[src/rtl/seq_pkg.sv]
// -----------------------------------------------------------------------------
// seq_pkg
// Shared definitions for the serial pattern transmitter.
//   - Width constants for the pattern, length and counter fields.
//   - 2-bit state encodings and the FSM state type built on them.
// -----------------------------------------------------------------------------
package seq_pkg;

  localparam int PAT_W = 8;   // pattern register width
  localparam int LEN_W = 4;   // length field width on the interface
  localparam int CNT_W = 4;   // repeat and gap counter width
  localparam int BIT_W = 3;   // bit index counter width (indexes 0..7)

  localparam logic [1:0] IDLE  = 2'd0;
  localparam logic [1:0] SHIFT = 2'd1;
  localparam logic [1:0] GAP   = 2'd2;

  typedef enum logic [1:0] {
    S_IDLE  = IDLE,
    S_SHIFT = SHIFT,
    S_GAP   = GAP
  } state_t;

endpackage : seq_pkg

[src/rtl/seq_down_cnt.sv]
// -----------------------------------------------------------------------------
// seq_down_cnt
// Loadable down-counter that saturates at zero.
// Ports:
//   i_clk       clock, rising edge
//   i_rst_n     asynchronous active-low reset (count -> 0)
//   i_en        clock enable; low holds the count
//   i_load      load i_load_val (has priority over decrement)
//   i_load_val  value to load
//   i_dec       decrement by one, ignored when the count is already 0
//   o_count     current count
//   o_zero      count == 0
// -----------------------------------------------------------------------------
module seq_down_cnt #(
  parameter int W = 4
) (
  input  logic         i_clk,
  input  logic         i_rst_n,
  input  logic         i_en,
  input  logic         i_load,
  input  logic [W-1:0] i_load_val,
  input  logic         i_dec,
  output logic [W-1:0] o_count,
  output logic         o_zero
);

  logic [W-1:0] r_count;

  always_ff @(posedge i_clk or negedge i_rst_n) begin
    if (!i_rst_n) begin
      r_count <= '0;
    end else if (i_en) begin
      if (i_load) begin
        r_count <= i_load_val;
      end else if (i_dec && (r_count != '0)) begin
        r_count <= r_count - W'(1);
      end
    end
  end

  assign o_count = r_count;
  assign o_zero  = (r_count == '0);

endmodule : seq_down_cnt

[src/rtl/seq_pattern_tx.sv]
// -----------------------------------------------------------------------------
// seq_pattern_tx
// Serial pattern transmitter. On an accepted start the low i_len bits of
// i_pattern are sent MSB-first, i_repeat+1 times, with i_gap idle cycles
// between repetitions. o_done pulses for one enabled cycle after the last bit.
// Ports:
//   i_clk        clock, rising edge
//   i_rst_n      asynchronous active-low reset
//   i_enable     clock enable; low freezes every register
//   i_start      start request, sampled only in IDLE
//   i_pattern    pattern bits
//   i_len        pattern length 1..8 (0 or >8 means 8)
//   i_repeat     extra repetitions
//   i_gap        idle cycles between repetitions
//   o_seq        serial data bit
//   o_seq_valid  o_seq carries a pattern bit
//   o_busy       transmission in progress (SHIFT or GAP)
//   o_done       one-cycle completion pulse
// -----------------------------------------------------------------------------
module seq_pattern_tx
  import seq_pkg::*;
(
  input  logic             i_clk,
  input  logic             i_rst_n,
  input  logic             i_enable,
  input  logic             i_start,
  input  logic [PAT_W-1:0] i_pattern,
  input  logic [LEN_W-1:0] i_len,
  input  logic [CNT_W-1:0] i_repeat,
  input  logic [CNT_W-1:0] i_gap,
  output logic             o_seq,
  output logic             o_seq_valid,
  output logic             o_busy,
  output logic             o_done
);

  state_t           r_state;
  logic [PAT_W-1:0] r_pat;
  logic [BIT_W-1:0] r_len_m1;   // effective length minus one
  logic [CNT_W-1:0] r_gap;
  logic             r_seq;
  logic             r_seq_valid;
  logic             r_busy;
  logic             r_done;

  logic [BIT_W-1:0] w_len_m1_in;
  logic [BIT_W-1:0] w_bit_cnt;
  logic [BIT_W-1:0] w_bit_prev;
  logic             w_bit_zero;
  logic [CNT_W-1:0] w_rep_cnt;
  logic             w_rep_zero;
  logic [CNT_W-1:0] w_gap_cnt;
  logic             w_gap_zero;

  logic             w_bit_load;
  logic [BIT_W-1:0] w_bit_load_val;
  logic             w_bit_dec;
  logic             w_rep_load;
  logic             w_rep_dec;
  logic             w_gap_load;
  logic             w_gap_dec;

  // Repeat and gap counters are only consulted through their zero flags.
  logic             w_unused_cnts;
  assign w_unused_cnts = ^{w_rep_cnt, w_gap_cnt};

  // Lengths 1..8 map to index len-1 using the low 3 bits (8 wraps to 7);
  // 0 and anything above 8 select the full 8-bit pattern.
  always_comb begin
    if ((i_len == '0) || (i_len > LEN_W'(8))) begin
      w_len_m1_in = 3'd7;
    end else begin
      w_len_m1_in = i_len[BIT_W-1:0] - 3'd1;
    end
  end

  assign w_bit_prev = w_bit_cnt - 3'd1;

  // The bit counter holds the index of the bit currently on o_seq.
  // The gap counter is loaded with gap-1 so that GAP lasts exactly gap cycles.
  always_comb begin
    w_bit_load     = 1'b0;
    w_bit_load_val = r_len_m1;
    w_bit_dec      = 1'b0;
    w_rep_load     = 1'b0;
    w_rep_dec      = 1'b0;
    w_gap_load     = 1'b0;
    w_gap_dec      = 1'b0;
    case (r_state)
      S_IDLE: begin
        if (i_start) begin
          w_bit_load     = 1'b1;
          w_bit_load_val = w_len_m1_in;
          w_rep_load     = 1'b1;
        end
      end
      S_SHIFT: begin
        if (!w_bit_zero) begin
          w_bit_dec = 1'b1;
        end else if (!w_rep_zero) begin
          w_rep_dec = 1'b1;
          if (r_gap == '0) begin
            w_bit_load = 1'b1;
          end else begin
            w_gap_load = 1'b1;
          end
        end
      end
      S_GAP: begin
        if (w_gap_zero) begin
          w_bit_load = 1'b1;
        end else begin
          w_gap_dec = 1'b1;
        end
      end
      default: begin
      end
    endcase
  end

  seq_down_cnt #(.W(BIT_W)) u_bit_cnt (
    .i_clk      (i_clk),
    .i_rst_n    (i_rst_n),
    .i_en       (i_enable),
    .i_load     (w_bit_load),
    .i_load_val (w_bit_load_val),
    .i_dec      (w_bit_dec),
    .o_count    (w_bit_cnt),
    .o_zero     (w_bit_zero)
  );

  seq_down_cnt #(.W(CNT_W)) u_rep_cnt (
    .i_clk      (i_clk),
    .i_rst_n    (i_rst_n),
    .i_en       (i_enable),
    .i_load     (w_rep_load),
    .i_load_val (i_repeat),
    .i_dec      (w_rep_dec),
    .o_count    (w_rep_cnt),
    .o_zero     (w_rep_zero)
  );

  seq_down_cnt #(.W(CNT_W)) u_gap_cnt (
    .i_clk      (i_clk),
    .i_rst_n    (i_rst_n),
    .i_en       (i_enable),
    .i_load     (w_gap_load),
    .i_load_val (r_gap - CNT_W'(1)),
    .i_dec      (w_gap_dec),
    .o_count    (w_gap_cnt),
    .o_zero     (w_gap_zero)
  );

  // State and all outputs are registered together, so each output reflects
  // the state being entered on this edge.
  always_ff @(posedge i_clk or negedge i_rst_n) begin
    if (!i_rst_n) begin
      r_state     <= S_IDLE;
      r_pat       <= '0;
      r_len_m1    <= '0;
      r_gap       <= '0;
      r_seq       <= 1'b0;
      r_seq_valid <= 1'b0;
      r_busy      <= 1'b0;
      r_done      <= 1'b0;
    end else if (i_enable) begin
      case (r_state)
        S_IDLE: begin
          r_done      <= 1'b0;
          r_seq       <= 1'b0;
          r_seq_valid <= 1'b0;
          r_busy      <= 1'b0;
          if (i_start) begin
            r_pat       <= i_pattern;
            r_len_m1    <= w_len_m1_in;
            r_gap       <= i_gap;
            r_state     <= S_SHIFT;
            r_seq       <= i_pattern[w_len_m1_in];
            r_seq_valid <= 1'b1;
            r_busy      <= 1'b1;
          end
        end
        S_SHIFT: begin
          r_done <= 1'b0;
          if (!w_bit_zero) begin
            r_seq       <= r_pat[w_bit_prev];
            r_seq_valid <= 1'b1;
            r_busy      <= 1'b1;
          end else if (!w_rep_zero) begin
            r_busy <= 1'b1;
            if (r_gap == '0) begin
              // Back-to-back repetition: restart at the top bit immediately.
              r_seq       <= r_pat[r_len_m1];
              r_seq_valid <= 1'b1;
            end else begin
              r_state     <= S_GAP;
              r_seq       <= 1'b0;
              r_seq_valid <= 1'b0;
            end
          end else begin
            r_state     <= S_IDLE;
            r_seq       <= 1'b0;
            r_seq_valid <= 1'b0;
            r_busy      <= 1'b0;
            r_done      <= 1'b1;
          end
        end
        S_GAP: begin
          r_done <= 1'b0;
          r_busy <= 1'b1;
          if (w_gap_zero) begin
            r_state     <= S_SHIFT;
            r_seq       <= r_pat[r_len_m1];
            r_seq_valid <= 1'b1;
          end else begin
            r_seq       <= 1'b0;
            r_seq_valid <= 1'b0;
          end
        end
        default: begin
          r_state     <= S_IDLE;
          r_seq       <= 1'b0;
          r_seq_valid <= 1'b0;
          r_busy      <= 1'b0;
          r_done      <= 1'b0;
        end
      endcase
    end
  end

  assign o_seq       = r_seq;
  assign o_seq_valid = r_seq_valid;
  assign o_busy      = r_busy;
  assign o_done      = r_done;

endmodule : seq_pattern_tx

[config.mk]
export PLATFORM = sky130hd
export DESIGN_NAME = seq_pattern_tx
export DESIGN_NICKNAME = d
export VERILOG_FILES = /design/src/rtl/seq_pkg.sv /design/src/rtl/seq_down_cnt.sv /design/src/rtl/seq_pattern_tx.sv
export SDC_FILE = /design/constraint.sdc
export NUM_CORES = 1
export LEC_CHECK = 0
export CORE_UTILIZATION = 30
export CTS_CLUSTER_DIAMETER = 150
export DETAILED_ROUTE_END_ITERATION = 6
export GPL_TIMING_DRIVEN = 1
export SETUP_SLACK_MARGIN = 0.4
export SYNTH_ARGS = -nofsm -noshare
export SYNTH_HDL_FRONTEND = slang
export SYNTH_HIERARCHICAL = 1
export SYNTH_SLANG_ARGS = --single-unit
[constraint.sdc]
create_clock -name i_clk -period 5.4 [get_ports i_clk]
set_input_delay 0.54 -clock i_clk [delete_from_list [all_inputs] [get_ports i_clk]]
set_output_delay 0.54 -clock i_clk [all_outputs]
set_load 0.05 [all_outputs]
# After elaboration in Yosys (flattened, before gate mapping)
# Index checks and enable logic that the tools add are counted.
# totals
regBits	32
in_bits	24
# classes
add_sub_neg	5
order_cmp	4
eq_ne	6
mux	52
n_reduce_logical	21
# ops
operator	count
1-bit two-way mux	30
4-bit logical NOT	4
4-bit two-way mux	4
3-bit two-way mux	5
3-bit by 4-bit < comparator with 1-bit output (second input constant)	3
1-bit case mux with 3 select lines	4
4-bit by 1-bit subtractor with 4-bit output (second input constant)	3
2-bit two-way mux	5
1-bit binary-select mux with 3-bit select	3
4-bit nonzero test	2
2-bit case mux with 3 select lines	1
2-bit AND reduction	3
2-bit nonzero test	3
3-bit by 1-bit subtractor with 3-bit output (second input constant)	2
5-bit AND reduction	1
4-bit greater-than comparator (second input constant)	1
2-bit != test (second input constant)	2
1-bit logical AND	3
3-bit logical NOT	1
3-bit != test (second input constant)	1
3-bit AND reduction	1
3-bit nonzero test	1
2-bit by 1-bit equality test with 1-bit output (second input constant)	1
2-bit equality test (second input constant)	1
3 further kinds	3

# Depth between registers and ports, before layout
# Gate-level depths: netlist (run 1).
# depth
ltp_word	7
mapped_depth	10

# By module
# The synthesis (run 1) kept the hierarchy.
# modules_own_cells
mod	n_inst	cells_per_inst	area_each_um2	seq_area_each_um2
seq_pattern_tx	1	117	1283.7	525.5
seq_down_cnt at u_gap_cnt ...	2	30	277.8	100.1
seq_down_cnt at u_bit_cnt	1	22	207.7	75.1

# Worst setup path after synthesis (run 1)
# Ideal clock, no wire load.
# synth_timing
kind	register -> register
startpoint	register u_rep_cnt.r_count[0], in the netlist u_rep_cnt/o_count[0]
endpoint	register u_gap_cnt.r_count[1], in the netlist u_gap_cnt/o_count[1]
setup_ps	79
t_arrival_ps	2262
required_time_ps	5321
slack_ps	3059
path_stages_with_launch	9
synth_period_minus_slack_ps	2341
cell_sequence	dfrtp_1 > inv_1 > ha_1 > nor3b_1 > and4bb_1 > nor2b_1 > or4b_1 > o211ai_2 > mux2i_1
# synth_between
elab_chain_cells	6
elab_cells_between_ends	7
cone_classes	mux: 4; reduce/logical: 3
# synth_rtl
element	line_no	source
start: declaration	seq_down_cnt.sv:27	logic [W-1:0] r_count;
start signal: assignment	seq_down_cnt.sv:34	r_count <= i_load_val;
start signal: assignment	seq_down_cnt.sv:36	r_count <= r_count - W'(1);
4-bit logical NOT *	seq_down_cnt.sv:42	assign o_zero = (r_count == '0);
net w_rep_zero	seq_pattern_tx.sv:51	logic w_rep_zero;
1-bit two-way mux *	seq_pattern_tx.sv:100	end else if (!w_rep_zero) begin
1-bit two-way mux *	seq_pattern_tx.sv:98	if (!w_bit_zero) begin
1-bit two-way mux *	seq_pattern_tx.sv:89	case (r_state)
net w_gap_load	seq_pattern_tx.sv:60	logic w_gap_load;
2-bit nonzero test (no source line)	-	
2-bit AND reduction (no source line)	-	
end signal: assignment	seq_down_cnt.sv:34	
end signal: assignment	seq_down_cnt.sv:36	
end: declaration	seq_down_cnt.sv:27	
# Mark *: on every way through the listed nets, which the timed path passes. The rest lies on a longest branch.
# A chain may end at the register's enable or synchronous reset.

# Worst setup path in the final report (run 1)
# Ends and elaborated chain as after synthesis.

==> results of run 1 <==
critical path: cells and delay by family, from the launching register on:
family	cells	cell delay, ps
AND/OR/NAND/NOR	4	1790
multiplexers	1	210
flip-flops	1	400
AO/OA/AOI/OAI	1	110
adder cells (fa/ha/maj)	1	210
buffers and inverters	1	60
power by group:
group,switching [mW],total (mW),internal (mW)
clock,0.0917,0.193,0.102
combinational,0.289,0.590,0.301
sequential,0.107,0.462,0.354
total,0.488,1.24,0.756
per-stage QoR:
| stage | setup WS [ps] | util (%) | area (sq um) | hold slack [ps] |
|---|---|---|---|---|
| floorplan | 3060 | - | 2050 | 244 |
| global placement | 2530 | 36.9 | 2380 | 483 |
| detailed placement | 2460 | 36.9 | 2380 | 499 |
| CTS | 2550 | 38.4 | 2480 | 516 |
| global route | 2290 | 38.4 | 2480 | 538 |
| finish | 2540 | 38.4 | 2480 | 508 |
routing by layer:
layer,GRT usage (%),up-vias
li1,-,772
met1,17.8,711
met2,19.0,27
met3,3.15,4
met4,3.70,0
met5,0,-
sequential cells by signal, summed over array words and instances, names as in the netlist:
register / count
o_done: 1
r_len_m1: 3
r_pat: 8
o_seq_valid: 1
r_gap: 4
u_bit_cnt/o_count: 3
u_gap_cnt/o_count: 4
r_state: 2
o_seq: 1
o_busy: 1
u_rep_cnt/o_count: 4
cells in the final DEF (no fill, tap or decap), types with 2 or more instances in the layout:
master	count
dfrtp_1	32
clkdlybuf4s50_1	27
inv_1	21
a21oi_1	16
nor2_1	15
mux2_1	11
o21ai_0	9
nand2_1	8
nor3b_1	8
ha_1	7
nand2b_1	6
clkbuf_8	6
mux2i_1	6
nand3_1	5
o21ai_1	4
mux4_1	4
mux2_2	3
xor2_1	2
nor3_1	2
nor2b_1	2
mux4_2	2
clkinv_2	2
or4b_1	2
o211ai_2	2
o41ai_1	2
a21o_2	2
nor4b_1	2
o221ai_1	2
layout make-up:
type | count | area (sq um)
fillers | 651 | 3980
multi-input cells | 139 | 1130
flip-flops and latches | 32 | 801
repair buffers | 28 | 278
well taps | 77 | 96.3
clock buffers | 6 | 82.6
inverters | 21 | 78.8
clock inverters | 2 | 10.0
worst min path at each step:
stage | startpoint | endpoint
after floorplan | i_rst_n | o_busy$_DFFE_PN0P_
after global placement | r_pat[6]$_DFFE_PN0P_ | r_pat[6]$_DFFE_PN0P_
after detailed placement | r_pat[6]$_DFFE_PN0P_ | r_pat[6]$_DFFE_PN0P_
after CTS | r_pat[7]$_DFFE_PN0P_ | r_pat[7]$_DFFE_PN0P_
after global routing | r_pat[0]$_DFFE_PN0P_ | r_pat[0]$_DFFE_PN0P_
final | r_pat[7]$_DFFE_PN0P_ | r_pat[7]$_DFFE_PN0P_
kinds of logic (layout without fill, tap and decap cells):
kind of cell | after synthesis | after routing | synth area share (%)
mux | 27 | 27 | 18.6
fa+ha+maj | 7 | 7 | 4.28
compound gates | 46 | 46 | 14.9
simple gates | 56 | 56 | 15.8
buf+inv | 28 | 57 | 5.62
xor+xnor | 3 | 3 | 1.65
flops | 32 | 32 | 39.1
==> impl_metrics.json, run 1 <==
{
  "crit_fanout": 11,
  "fp.dieW_um": 84.6,
  "hold_class": "reg2reg",
  "drt_first_pass_iters": 6,
  "synth_most_common_cell": "dfrtp_1",
  "cts_buffers": 5,
  "critPathArrivalTime_ps": 3060,
  "netlist.area_leader.share_pct": 39.1,
  "clk_pin_slew_ps": 70,
  "rows": 29,
  "grt_pass1_wl_um": 7180,
  "rsz0062_at_grt": "no",
  "ant_nets": 0,
  "ys_seq_area_share_pct": 39.1,
  "synth_ff_type": "dfrtp_1",
  "start_kind": "flop",
  "r2r-start": "u_rep_cnt/o_count[0]$_DFFE_PN0P_",
  "cts_root_buf": "clkbuf_8",
  "syn_area_sq_um": 2050,
  "wl_met2_um": 1780,
  "grt_pass1_vias": 1476,
  "start_util_pct": 31.7,
  "coreArea_sq_um": 6460,
  "drc_errors": 0,
  "numClockSinks": 32,
  "post-cts-setup-buffer-count": 0,
  "ys_top_cells_by_area": "dfrtp_1 (39%), mux2_1 (6.1%), mux4_1 (5.1%), ha_1 (4.3%), a21oi_1 (3.9%)",
  "hold_buffers": 0,
  "wirelength_um": 4060,
  "finalSetupTns_ps": 0,
  "syn_inst": 199,
  "drt_iter0_markers": 66,
  "peakVddDrop_v": 0.000239,
  "wl_per_cell_um": 13.3,
  "crit_start": "u_rep_cnt/o_count[0]$_DFFE_PN0P_",
  "synthTopCellsByCount": "dfrtp_1 (32), inv_1 (21), a21oi_1 (16)",
  "final_nets": 258,
  "max_slew.worst_pin.slew_ps": 904,
  "slowest_delay_ps": 620,
  "path_class": "reg2reg",
  "clockBufferDepth": 2,
  "grt_usage_pct": 12.6,
  "antenna_cells": 0,
  "total_power_mw": 1.24,
  "synthArstFlopShare_pct": 100,
  "outcome": "finished clean",
  "antenna_found_initial": 0,
  "io-pin-count": 28,
  "synth_seq_cells": 32,
  "yosysWarnings": 6,
  "syn2layout_area_growth_pct": 21.0,
  "max_freq_mhz": 350,
  "cp_cell_sequence": "inv_1 -> ha_1 -> nor3b_1 -> and4bb_1 -> nor2b_1 -> or4b_1 -> o211ai_2 -> mux2i_1",
  "portBuffers": 27,
  "fin_crit_sh_pct": 52.9,
  "r2r_slack_ps": 2540,
  "hpwlAfterDp_um": 2920,
  "wl_met1_um": 2100,
  "grt-ovfl-total": 0,
  "numPlacedInstances": 297,
  "synth-edff-count": 0,
  "vias_per_cell": 4.96,
  "maxCapViolCount": 0,
  "highest-signal-layer": "met4",
  "r2r_cells": 8,
  "fin_skew_ps": 7.34,
  "whs_path_depth": 1,
  "finalHoldViolCount": 0,
  "clock_latency_ps": 280,
  "cts_resized": 0,
  "routed-wl-met3_um": 136,
  "period_minus_slack_ps": 2860,
  "die-area_sq_um": 7160,
  "setup_violations": 0,
  "die_y_um": 84.6,
  "grt_max_degree": 33,
  "place.gp.congestion": 0.740,
  "power.density_nw_per_um2": 503,
  "stdcell_count": 305,
  "drive_gt1_share_pct": 10.5,
  "p_leak_nw": 1.06,
  "crit_slowest_cell": "nor3b_1",
  "synthDistinctLibCells": 46,
  "slew_headroom_pct": 39.5,
  "vias": 1514,
  "slew_viol_final": 0,
  "yosys.area.top_type": "dfrtp_1",
  "worstSetupEndpointType": "flop",
  "htreeDepth": 2,
  "syn_nets": 230,
  "cp_data_required_time_ps": 5600,
  "crit_path_end": "u_gap_cnt/o_count[1]$_DFFE_PN0P_",
  "cts_tree": "done",
  "avgSynthCellArea_sq_um": 10.3,
  "r2r_end": "u_gap_cnt/o_count[1]$_DFFE_PN0P_"
}
(Power assumes the default switching activity.)
==> run 2: changes to the inputs <==
==> constraint.sdc (replaced) <==
create_clock -name i_clk -period 3 [get_ports i_clk]
set_input_delay 0.3 -clock i_clk [delete_from_list [all_inputs] [get_ports i_clk]]
set_output_delay 0.3 -clock i_clk [all_outputs]
set_load 0.05 [all_outputs]
==> impl_metrics.json, run 2 (same netlist as run 1, synthesis figures left out) <==
{
  "crit_path_frequent_cell": "ha_1",
  "die-area_sq_um": 7160,
  "cp_data_required_time_ps": 3210,
  "seq_power_share_pct": 36.8,
  "switchingPower_mw": 0.875,
  "maxCapViolCount": 0,
  "die_y_um": 84.6,
  "crit_family": "simple AND/OR/NAND/NOR gates",
  "total_power_mw": 2.26,
  "place.gp.congestion": 0.794,
  "p_clk_share_pct": 15.3,
  "fin_crit_sh_pct": 78.8,
  "crit_slowest_cell": "or4b_1",
  "start_util_pct": 31.7,
  "numPlacedInstances": 302,
  "clk_pin_slew_ps": 70,
  "seq_area_sq_um": 802,
  "grt_usage_pct": 12.6,
  "grt_pass1_wl_um": 7180,
  "cp_cell_sequence": "inv_1 -> ha_1 -> ha_1 -> and4bb_1 -> nor2b_1 -> or4b_1 -> o211ai_2 -> mux2i_1",
  "placed_area_sq_um": 2430,
  "r2r-start": "u_bit_cnt/o_count[0]$_DFFE_PN0P_",
  "detailedPlace.worstSlack_ps": 581,
  "path_buf_inv": 1,
  "top_register": "r_pat",
  "grt_max_degree": 33,
  "drt_first_pass_iters": 6,
  "setup_ws_ps": 636,
  "crit_path_end": "u_gap_cnt/o_count[1]$_DFFE_PN0P_",
  "vias_per_cell": 4.92,
  "path_class": "reg2reg",
  "violations": "DRC",
  "power.density_nw_per_um2": 896,
  "grt_use_met2_pct": 18.5,
  "use_met3_pct": 2.75,
  "vias": 1525,
  "clock_latency_ps": 280,
  "clockBufferDepth": 2,
  "drive_gt1_share_pct": 12.0,
  "grt_busiest_layer": "met2",
  "rsz0062_at_grt": "no",
  "slew_headroom_pct": 66.1,
  "grt-ovfl-total": 0,
  "fin_hold_ws_ps": 433,
  "slowest_delay_ps": 540,
  "drc_errors": 1,
  "max_freq_mhz": 423,
  "finalHoldViolCount": 0,
  "crit_start": "u_bit_cnt/o_count[0]$_DFFE_PN0P_",
  "hold_class": "in2async",
  "htreeDepth": 2,
  "antenna_found_initial": 0,
  "p_int_mw": 1.39,
  "wirelength_um": 4040,
  "peakVddDrop_v": 0.000397,
  "power_frac_comb_pct": 47.9,
  "final_nets": 263,
  "r2r_cells": 8,
  "hpwlAfterDp_um": 3050,
  "multi_input_area_sq_um": 1130,
  "fillers": 647,
  "outcome": "finished, violations left",
  "p_leak_nw": 1.08,
  "final_cell_mix": "dfrtp_1 (31), clkdlybuf4s50_1 (27), inv_1 (21)",
  "largest_reg_flops": 8,
  "start_kind": "flop",
  "coreArea_sq_um": 6460,
  "cts_buffers": 5,
  "max_slew.worst_pin.slew_ps": 508,
  "rows": 29,
  "worstSetupEndpointType": "flop",
  "crit_fanout": 6,
  "drt_iter0_markers": 70,
  "cts_tree": "done",
  "r2r_slack_ps": 640,
  "finalInstanceArea_sq_um": 2530,
  "period_minus_slack_ps": 2360,
  "setup_violations": 0,
  "r2r_end": "u_gap_cnt/o_count[1]$_DFFE_PN0P_",
  "post-route-util_pct": 39.1,
  "antenna_cells": 0,
  "cts_root_buf": "clkbuf_8",
  "fin_skew_ps": 2.60,
  "globalRouteMet1Util_pct": 18.1,
  "cp_num_cells": 8,
  "final_common_cell": "dfrtp_1",
  "portBuffers": 27,
  "io-pin-count": 28,
  "finalSetupTns_ps": 0,
  "critPathArrivalTime_ps": 2570,
  "wl_per_cell_um": 13.0,
  "syn2layout_area_growth_pct": 23.4,
  "stdcell_count": 310,
  "fp.dieW_um": 84.6,
  "ant_nets": 0,
  "grt_pass1_vias": 1530,
  "numClockSinks": 32,
  "slew_viol_final": 0,
  "switching_share_pct": 38.7
}
==> run 2: cell count changes in the layout (fill, tap and decap cells not counted), sizes merged <==
cell	delta
buf	+5
clkbuf	+2
clkinv	-2
==> run 2: what timing repair did <==
action,CTS,global route
endpoints found under the setup margin,0,1
hold buffers,0,0
endpoints found under the hold margin,0,0
resized for setup,0,1
buffers inserted,0,0
==> run 2: area by class of cell <==
cell class | instances | share of cell area [%]
Multi-Input combinational cell | 139 | 44.8
Sequential cell | 32 | 31.7
Timing Repair Buffer | 33 | 13.0
Tap cell | 77 | 3.81
Clock buffer | 8 | 3.57
Inverter | 21 | 3.12
==> run 2: how the worst min path moves through the flow <==
| stage | start | to | cells after the start |
|---|---|---|---|
| after detailed placement | o_done$_DFFE_PN0P_ | o_done$_DFFE_PN0P_ | 1 |
| final | i_rst_n | u_gap_cnt/o_count[2]$_DFFE_PN0P_ | 2 |
| after global routing | i_rst_n | r_state[1]$_DFFE_PN0P_ | 2 |
| after floorplan | i_rst_n | o_busy$_DFFE_PN0P_ | 0 |
| after global placement | r_pat[6]$_DFFE_PN0P_ | r_pat[6]$_DFFE_PN0P_ | 1 |
| after CTS | i_rst_n | r_state[1]$_DFFE_PN0P_ | 2 |
==> run 2: per-layer routing <==
layer / wire length (um) / share of wire, % / up-vias
met4: 61 / 1.5 / 0
met2: 1730 / 43 / 29
li1: - / - / 782
met5: 0 / 0 / -
met3: 142 / 3.5 / 7
met1: 2110 / 52 / 707
==> run 2: power by group through the flow <==
stage          combinational (mW)  sequential (mW)  clock [mW]
2_1_floorplan               0.824            0.827           0
3_3_place_gp                 1.09            0.833           0
3_5_place_dp                 1.09            0.837           0
4_1_cts                      1.10            0.830       0.360
5_1_grt                      1.22            0.874       0.380
6_report                     1.09            0.833       0.346
==> run 3: changes to the inputs <==
==> constraint.sdc (replaced) <==
create_clock -name i_clk -period 2.27 [get_ports i_clk]
set_input_delay 0.227 -clock i_clk [delete_from_list [all_inputs] [get_ports i_clk]]
set_output_delay 0.227 -clock i_clk [all_outputs]
set_load 0.05 [all_outputs]
==> impl_metrics.json, run 3 (same netlist as run 1, synthesis figures left out) <==
{
  "outcome": "finished clean",
  "max_freq_mhz": 492,
  "hold_buffers": 0,
  "clk_pin_slew_ps": 70,
  "grt-ovfl-total": 0,
  "place.gp.congestion": 0.837,
  "power.density_nw_per_um2": 1200,
  "p_leak_nw": 1.20,
  "peakVddDrop_v": 0.000548,
  "max_slew.worst_pin.slew_ps": 505,
  "power_frac_comb_pct": 54.3,
  "antenna_cells": 0,
  "fin_hold_ws_ps": 355,
  "cp_data_required_time_ps": 2460,
  "grt_pass1_wl_um": 7930,
  "htreeDepth": 2,
  "final_nets": 284,
  "crit_fanout": 2,
  "switching_share_pct": 39.1,
  "drive_gt1_share_pct": 28.1,
  "hpwlAfterDp_um": 3260,
  "fin_skew_ps": 7.16,
  "start_util_pct": 31.7,
  "die-area_sq_um": 7160,
  "r2r-start": "u_rep_cnt/o_count[0]$_DFFE_PN0P_",
  "grt_max_degree": 33,
  "finalSetupTns_ps": 0,
  "cts_root_buf": "clkbuf_8",
  "r2r_cells": 8,
  "slowest_delay_ps": 470,
  "finalInstanceArea_sq_um": 2780,
  "period_minus_slack_ps": 2030,
  "maxCapViolCount": 0,
  "total_power_mw": 3.34,
  "rsz0062_at_grt": "yes",
  "wirelength_um": 4570,
  "drt_first_pass_iters": 6,
  "largest_reg_flops": 8,
  "coreArea_sq_um": 6460,
  "drt_iter0_markers": 60,
  "grt_usage_pct": 13.8,
  "worstSetupEndpointType": "flop",
  "portBuffers": 27,
  "crit_start": "u_rep_cnt/o_count[0]$_DFFE_PN0P_",
  "wl_per_cell_um": 13.9,
  "vias": 1664,
  "post-route-util_pct": 43.0,
  "cts_buffers": 5,
  "top_register": "r_pat",
  "placed_area_sq_um": 2520,
  "final_common_cell": "dfrtp_1",
  "critPathArrivalTime_ps": 2220,
  "fin_crit_sh_pct": 89.5,
  "vias_per_cell": 5.04,
  "crit_slowest_cell": "or4b_4",
  "antenna_found_initial": 0,
  "setup_violations": 0,
  "cp_cell_sequence": "inv_2 -> ha_4 -> nor3b_4 -> and4bb_2 -> nor2b_4 -> or4b_4 -> o211ai_2 -> mux2i_1",
  "syn2layout_area_growth_pct": 35.7,
  "io-pin-count": 28,
  "crit_path_end": "u_gap_cnt/o_count[1]$_DFFE_PN0P_",
  "slew_headroom_pct": 66.3,
  "clock_latency_ps": 270,
  "p_int_mw": 2.04,
  "path_class": "reg2reg",
  "clockBufferDepth": 2,
  "fp.dieW_um": 84.6,
  "rows": 29,
  "r2r_slack_ps": 240,
  "cts_tree": "done",
  "numClockSinks": 32,
  "finalHoldViolCount": 0,
  "p_clk_share_pct": 12.2,
  "ant_nets": 0,
  "drc_errors": 0,
  "switchingPower_mw": 1.31,
  "die_y_um": 84.6,
  "hold_class": "in2async",
  "slew_viol_final": 0,
  "grt_pass1_vias": 1639,
  "final_cell_mix": "dfrtp_1 (31), clkdlybuf4s50_1 (27), buf_4 (26)",
  "seq_power_share_pct": 33.5,
  "start_kind": "flop",
  "r2r_end": "u_gap_cnt/o_count[1]$_DFFE_PN0P_"
}
-- run 3: changes by cell type in the layout (fill, tap and decap cells not counted), sizes merged --
cell / previous run / this run
buf: 6 / 27
clkbuf: 8 / 6
clkinv: 0 / 1
-- run 3: how the worst min path moves through the flow --
stage          slack (ps)                 start  cells past startpoint                    to
6_report              360               i_rst_n                      2  r_gap[1]$_DFFE_PN0P_
5_1_grt               390               i_rst_n                      2  r_pat[3]$_DFFE_PN0P_
4_1_cts               370               i_rst_n                      2  r_pat[3]$_DFFE_PN0P_
3_5_place_dp          490  r_pat[1]$_DFFE_PN0P_                      1  r_pat[1]$_DFFE_PN0P_
3_3_place_gp          480  r_pat[5]$_DFFE_PN0P_                      1  r_pat[5]$_DFFE_PN0P_
2_1_floorplan         -70               i_rst_n                      0    o_busy$_DFFE_PN0P_
-- run 3: routing by layer --
| metal | GRT usage (%) | share of wire, % | routed length, um |
|---|---|---|---|
| met3 | 2.95 | 3.5 | 160 |
| met1 | 19.7 | 48 | 2200 |
| met5 | 0 | 0 | 0 |
| met2 | 21.1 | 48 | 2180 |
| met4 | 4.01 | 0.70 | 32 |
-- run 3: timing repair --
item / CTS / global route
gates resized for setup: 10 / 16
gates cloned: 0 / 0
endpoints found under the setup margin: 8 / 12
buffers inserted: 4 / 8
pin swaps: 4 / 4
-- run 3: area by class of cell --
class	count	area, sq um
Clock buffer	6	72.6
Clock inverter	1	5.00
Fill cell	619	3680
Inverter	21	78.8
Multi-Input combinational cell	139	1240
Sequential cell	32	802
Tap cell	77	96.3
Timing Repair Buffer	54	485
-- run 3: power by group through the flow --
stage               Sequential [mW]  Clock (mW)  Combinational (mW)
floorplan                      1.10           0                1.11
global placement               1.10           0                1.55
detailed placement             1.11           0                1.56
CTS                            1.11       0.429                1.66
global route                   1.16       0.453                2.03
finish                         1.12       0.407                1.82
-- run 3: worst max-delay path, delay by kind of cell, from the launching register on --
| family | cells | cell delay, ps |
|---|---|---|
| simple gates | 4 | 1050 |
| flops | 1 | 380 |
| mux | 1 | 230 |
| fa+ha+maj | 1 | 130 |
| compound gates | 1 | 90 |
| buf+inv | 1 | 80 |
-- run 3: through the flow --
step / std cells / setup slack [ps]
6_report: 330 / 239
2_1_floorplan: 199 / 121
3_3_place_gp: 311 / 196
5_1_grt: 330 / 133
3_5_place_dp: 311 / 148
4_1_cts: 322 / 247
